[src/rtl/powerup_scheduler.sv]
// powerup_scheduler
//   Schedules timed present drops toward the present spawner and converts
//   present-collection events into timed power-up effect flags. Every piece
//   of game-visible state is held clear outside the play state. The LFSR is
//   the exception: it free-runs so that drop contents stay unpredictable.
//
// Ports
//   clk          in   system clock
//   resetN       in   asynchronous, active-low reset
//   gameState    in   0 welcome, 1 play, 2 game over
//   secClk       in   one-cycle pulse per second
//   collect      in   one-cycle pulse: a present was collected
//   collectType  in   type of the collected present (valid with collect)
//   ropeBallHit  in   rope hit a ball; cancels super rope
//   dropAck      in   spawner accepted the current drop
//   dropReq      out  drop request, held until acknowledged
//   dropType     out  present type, stable while dropReq is high
//   dropX        out  present X position, stable while dropReq is high
//   extraLife    out  one-cycle pulse: add a life
//   superRope    out  super-rope effect active
//   superSpeed   out  super-speed effect active
//   immortal     out  immortality effect active
module powerup_scheduler #(
  parameter int          DROP_PERIOD    = 3,
  parameter int          SUPER_ROPE_SEC = 5,
  parameter int          SPEED_SEC      = 8,
  parameter int          IMMORTAL_SEC   = 5,
  parameter int          X_MIN          = 32,
  parameter int          X_MAX          = 607,
  parameter logic [15:0] LFSR_SEED      = 16'hACE1
) (
  input  logic        clk,
  input  logic        resetN,
  input  logic [1:0]  gameState,
  input  logic        secClk,
  input  logic        collect,
  input  logic [1:0]  collectType,
  input  logic        ropeBallHit,
  input  logic        dropAck,
  output logic        dropReq,
  output logic [1:0]  dropType,
  output logic [10:0] dropX,
  output logic        extraLife,
  output logic        superRope,
  output logic        superSpeed,
  output logic        immortal
);

  localparam logic [1:0] PLAY = 2'd1;

  // Bit 0 of the encoding is the request flag itself, so dropReq comes
  // straight off a flop. RELEASE holds the request one more cycle after the
  // ack is sampled, before the handshake returns to IDLE.
  typedef enum logic [1:0] {
    IDLE    = 2'b00,
    PENDING = 2'b01,
    RELEASE = 2'b11
  } dropState_t;

  dropState_t  state, stateNext;
  logic [15:0] lfsr, lfsrNext;
  logic [3:0]  secCnt, secCntNext;
  logic [3:0]  ropeTimer, ropeTimerNext;
  logic [3:0]  speedTimer, speedTimerNext;
  logic [3:0]  immortalTimer, immortalTimerNext;
  logic [1:0]  dropTypeNext;
  logic [10:0] dropXNext;
  logic        extraLifeNext;
  logic        fire;
  logic [10:0] xDirect, xFolded;

  // 10-bit raw position; fold it in half when it would overshoot X_MAX.
  assign xDirect = 11'(X_MIN) + 11'(lfsr[14:5]);
  assign xFolded = 11'(X_MIN) + 11'(lfsr[14:6]);
  assign fire    = secClk && (secCnt == 4'(DROP_PERIOD - 1));
  assign dropReq = state[0];

  // Load beats decrement; a timer that has reached zero stays at zero.
  function automatic logic [3:0] nextTimer(input logic [3:0] t, input logic load,
                                           input logic [3:0] dur, input logic dec);
    if (load)             return dur;
    else if (dec && t != 4'd0) return t - 4'd1;
    else                  return t;
  endfunction

  always_comb begin
    // NOTE: every variable is given a default before any branch, so no path
    // leaves a value unassigned and no latch can be inferred.
    lfsrNext          = {lfsr[14:0], lfsr[15] ^ lfsr[13] ^ lfsr[12] ^ lfsr[10]};
    stateNext         = state;
    secCntNext        = secCnt;
    dropTypeNext      = dropType;
    dropXNext         = dropX;
    extraLifeNext     = 1'b0;
    ropeTimerNext     = ropeTimer;
    speedTimerNext    = speedTimer;
    immortalTimerNext = immortalTimer;

    if (gameState != PLAY) begin
      stateNext         = IDLE;
      secCntNext        = 4'd0;
      dropTypeNext      = 2'd0;
      dropXNext         = 11'd0;
      ropeTimerNext     = 4'd0;
      speedTimerNext    = 4'd0;
      immortalTimerNext = 4'd0;
    end else begin
      if (fire)        secCntNext = 4'd0;
      else if (secClk) secCntNext = secCnt + 4'd1;

      unique case (state)
        IDLE: if (fire) begin
          dropTypeNext = lfsr[1:0];
          dropXNext    = (xDirect <= 11'(X_MAX)) ? xDirect : xFolded;
          stateNext    = PENDING;
        end
        // A firing attempt while a request is outstanding is simply lost.
        PENDING: if (dropAck) stateNext = RELEASE;
        RELEASE: stateNext = IDLE;
        default: stateNext = IDLE;
      endcase

      extraLifeNext = collect && (collectType == 2'b00);

      // A rope reload outranks a ball hit in the same cycle.
      if (collect && collectType == 2'b01) ropeTimerNext = 4'(SUPER_ROPE_SEC);
      else if (ropeBallHit)                ropeTimerNext = 4'd0;
      else ropeTimerNext = nextTimer(ropeTimer, 1'b0, 4'd0, secClk);

      speedTimerNext    = nextTimer(speedTimer, collect && collectType == 2'b10,
                                    4'(SPEED_SEC), secClk);
      immortalTimerNext = nextTimer(immortalTimer, collect && collectType == 2'b11,
                                    4'(IMMORTAL_SEC), secClk);
    end
  end

  always_ff @(posedge clk or negedge resetN) begin
    if (!resetN) begin
      state         <= IDLE;
      lfsr          <= LFSR_SEED;
      secCnt        <= 4'd0;
      dropType      <= 2'd0;
      dropX         <= 11'd0;
      extraLife     <= 1'b0;
      ropeTimer     <= 4'd0;
      speedTimer    <= 4'd0;
      immortalTimer <= 4'd0;
      superRope     <= 1'b0;
      superSpeed    <= 1'b0;
      immortal      <= 1'b0;
    end else begin
      // NOTE: non-blocking assignments make every register update from the
      // values present before the edge, independent of statement order.
      state         <= stateNext;
      lfsr          <= lfsrNext;
      secCnt        <= secCntNext;
      dropType      <= dropTypeNext;
      dropX         <= dropXNext;
      extraLife     <= extraLifeNext;
      ropeTimer     <= ropeTimerNext;
      speedTimer    <= speedTimerNext;
      immortalTimer <= immortalTimerNext;
      // Flags are registered from the next timer values so they move on the
      // same edge as the timers instead of being decoded after them.
      superRope     <= (ropeTimerNext != 4'd0);
      superSpeed    <= (speedTimerNext != 4'd0);
      immortal      <= (immortalTimerNext != 4'd0);
    end
  end

endmodule

[config.mk]
export PLATFORM = sky130hd
export DESIGN_NAME = powerup_scheduler
export DESIGN_NICKNAME = d
export VERILOG_FILES = /design/src/rtl/powerup_scheduler.sv
export SDC_FILE = /design/constraint.sdc
export NUM_CORES = 1
export LEC_CHECK = 0
export CAP_MARGIN = 20
export CORE_MARGIN = 1.5
export CORE_UTILIZATION = 23
export DETAILED_ROUTE_END_ITERATION = 10
export PLACE_DENSITY = 0.41
export SYNTH_ARGS = -nofsm -noshare
export SYNTH_HDL_FRONTEND = slang
export SYNTH_SLANG_ARGS = --single-unit
[constraint.sdc]
create_clock -name clk -period 2.2 [get_ports clk]
set_input_delay 0.44 -clock clk [delete_from_list [all_inputs] [get_ports clk]]
set_output_delay 0.44 -clock clk [all_outputs]
set_load 0.01 [all_outputs]
==> results by group <==
Run status
  • Status: finished clean

Die
  • Die height: 106 µm
  • Die width: 106 µm
  • Initial core utilization: 0.238
  • Num rows: 37
  • Ports: 28
  • Die ar.: 0.0113 mm²
  • Core ar.: 0.0103 mm²

Timing
  • Final period util: 0.919
  • Clk_skew: 0.0138 ns
  • Slew Limit Fails: 0
  • Peak Freq: 0.495 GHz
  • Slew HR: 0.630
  • Min cycle time layout: 2.02 ns
  • Setup violators final: 0
  • Worst-Margin Slew: 0.555 ns
  • RSZ-0062 raised after global routing: false
  • Final Hold Viols: 0
  • TNS Setup: 0 ns

Final layout
  • Share of cells above drive strength 1: 0.163
  • Post-layout nets: 306
  • Final Non-Filler Cells: 424
  • Synthesis-to-finish area growth: 27.6%
  • Design area: 0.00313 mm²
  • Fillers: 1,078
  • # diodes: 0

Critical path
  • Crit path DAT: 2.26 ns
  • Worst EP required: 2.44 ns
  • CP Capture Type: flop
  • CP Launch Type: flop
  • Critical path fanouts, max: 5
  • Critical path type: flop to flop

Placement
  • Placed Area: 0.00302 mm²
  • Gp weighted congestion: 0.749
  • Post-DP HPWL: 3.81 mm
  • Placed Cells: 416
  • I/O Buffers: 27

Route
  • Initial detailed-routing violation count: 54
  • Routed Antenna Nets: 0
  • Total Wirelength: 5.33 mm
  • Via-per-instance ratio: 4.36
  • Drt pass-1 iters: 4
  • DR vias: 1,848
  • Drt drc: 0
  • Average routed wire per standard cell: 12.6 µm

Power
  • Worst vdd ir: 0.263 mV
  • PD cells: 561 mW/mm²
  • Static Leak: 1.32 nW

Logic synthesis
  • Yosys reg bits: 51
  • Distinct cell type count after synthesis: 44
  • Ys Warns: 0
  • Post-synth ARST share: 1.00
  • Number of flops mapped to enable cells by yosys: 0
  • Synth Flop Type: dfrtp_1
  • Synth Cell Area: 0.00245 mm²
  • Avg Synthesized Cell Area: 10.2 µm²
  • Part of the Yosys area used for sequential elements: 0.524
  • Net Count, Synth: 259
  • Post-Synthesis Cells: 240

GRT
  • Largest net degree at the start of global routing: 38
  • Initial antenna violation count: 0
  • Total GRT Usage: 0.104
  • Vias in the first global route: 1,920
  • Global route overflow: 0
  • Global-route wire length before repair: 9.21 mm

CTS
  • Clock Sinks: 51
  • Num CTS Buffers: 5
  • Max Root-Sink Buffers: 2
  • H-tree depth: 2
  • Clock root buffer: clkbuf_8
  • Worst skew pair latency: 0.31 ns
  • CTS Hold Bufs: 0
  • Clock transition at the registers of the reported paths: 0.10 ns
  • CTS tree: built
  • Postcts setup bufs: 0
  • Post-CTS Resized: 0

Hold path
  • Hold Crit Class: input pin to async pin

Job
  • Max Cap Violations: 0
[path summary, 6_finish.rpt]
kind	startpoint	end	slack, ns	cells past startpoint
max reg2reg	lfsr[10]	dropX[4]	0.18	8
max in group asynchronous	resetN	lfsr[15]	1.56	2
min in group clk	lfsr[2]	lfsr[3]	0.35	0
max	lfsr[10]	dropX[4]	0.18	8
min reg2reg	lfsr[2]	lfsr[3]	0.35	0
min	resetN	extraLife	0.04	1
[cell usage after synthesis, drive strengths merged (2+ instances only)]
master	instances	area share
xnor2	8	0.029
dfstp	8	0.086
dfrtp	43	0.44
a21oi	12	0.029
mux2	3	0.014
buf	7	0.016
or4	2	0.0061
nor2	28	0.043
or3	3	0.0077
nor3	7	0.014
clkbuf	2	0.0031
nand3	12	0.024
nand4	5	0.013
ha	9	0.046
nor2b	2	0.0051
o21ai	11	0.022
nand2	29	0.046
inv	10	0.015
mux2i	11	0.045
o22ai	2	0.0077
xor2	8	0.029
[per-stage QoR]
step                worst slack, ns  hold slack, ns  total power [mW]  utilization
floorplan                     0.223           0.144              1.03            -
global placement            -0.0565           0.341              1.11        0.292
detailed placement          -0.0799           0.341              1.11        0.292
CTS                           0.164          0.0312              1.80        0.303
global route                 0.0707          0.0366              1.84        0.303
finish                        0.179          0.0385              1.76        0.303
[layout by cell type (no fill, tap or decap), types with 2 or more instances in the layout]
| master | Yosys | layout |
|---|---|---|
| dfstp_2 | 8 | 8 |
| nor3_1 | 7 | 7 |
| or3_1 | 3 | 3 |
| nand2_2 | 2 | 2 |
| a21oi_1 | 11 | 11 |
| or4_1 | 2 | 2 |
| o21ai_1 | 6 | 6 |
| inv_1 | 10 | 10 |
| dfrtp_1 | 43 | 43 |
| clkbuf_8 | 0 | 5 |
| buf_4 | 2 | 21 |
| mux2i_1 | 11 | 11 |
| xor2_1 | 8 | 8 |
| nand3_1 | 12 | 12 |
| nand2_1 | 27 | 27 |
| mux2_2 | 3 | 3 |
| o21ai_0 | 5 | 5 |
| nand4_1 | 5 | 5 |
| ha_1 | 9 | 9 |
| clkdlybuf4s50_1 | 0 | 26 |
| nor2b_1 | 2 | 2 |
| xnor2_1 | 8 | 8 |
| nor2_1 | 28 | 28 |
[metal layers]
metal  vias to the layer above  track usage  wire length [µm]  share of wire
met2                        26        0.176              2590           0.49
met3                         7       0.0258               169          0.032
met1                       900        0.128              2490           0.47
met5                         -            0                 0              0
li1                        915            -                 -              -
met4                         0       0.0328                87          0.016
[sequential cells by signal, summed over array words and instances, names as in the netlist, 2 cells and up]
signal,count
dropType,2
dropX,11
immortalTimer,4
lfsr,16
ropeTimer,4
secCnt,4
speedTimer,4
state,2
[kinds of logic after synthesis]
group           share of synthesized area
simple gates                        0.183
xor+xnor                           0.0571
flops                               0.524
buf+inv                            0.0347
compound gates                     0.0964
fa+ha+maj                          0.0459
mux                                0.0587
[power by group]
group	internal (mW)	switching, mW
Sequential	0.948	0.00713
Clock	0.340	0.330
Combinational	0.0601	0.0710
[worst max-delay path, cell delays in order (launching register included)]
cell     delay [ns]
dfstp_2        0.59
inv_1          0.07
ha_1           0.29
inv_1          0.07
nand4_1        0.10
o22ai_2        0.25
nand3_1        0.17
mux2_2         0.29
o22ai_1        0.12
[final cells by class]
cell class	count	area, µm²	area share
Tap cell	136	170	0.0544
Sequential cell	51	1290	0.411
Multi-Input combinational cell	170	1080	0.346
Clock inverter	2	37.5	0.0120
Inverter	10	37.5	0.0120
Clock buffer	6	72.6	0.0232
Timing Repair Buffer	49	443	0.142
No activity file was read; power rests on OpenSTA's default activity.
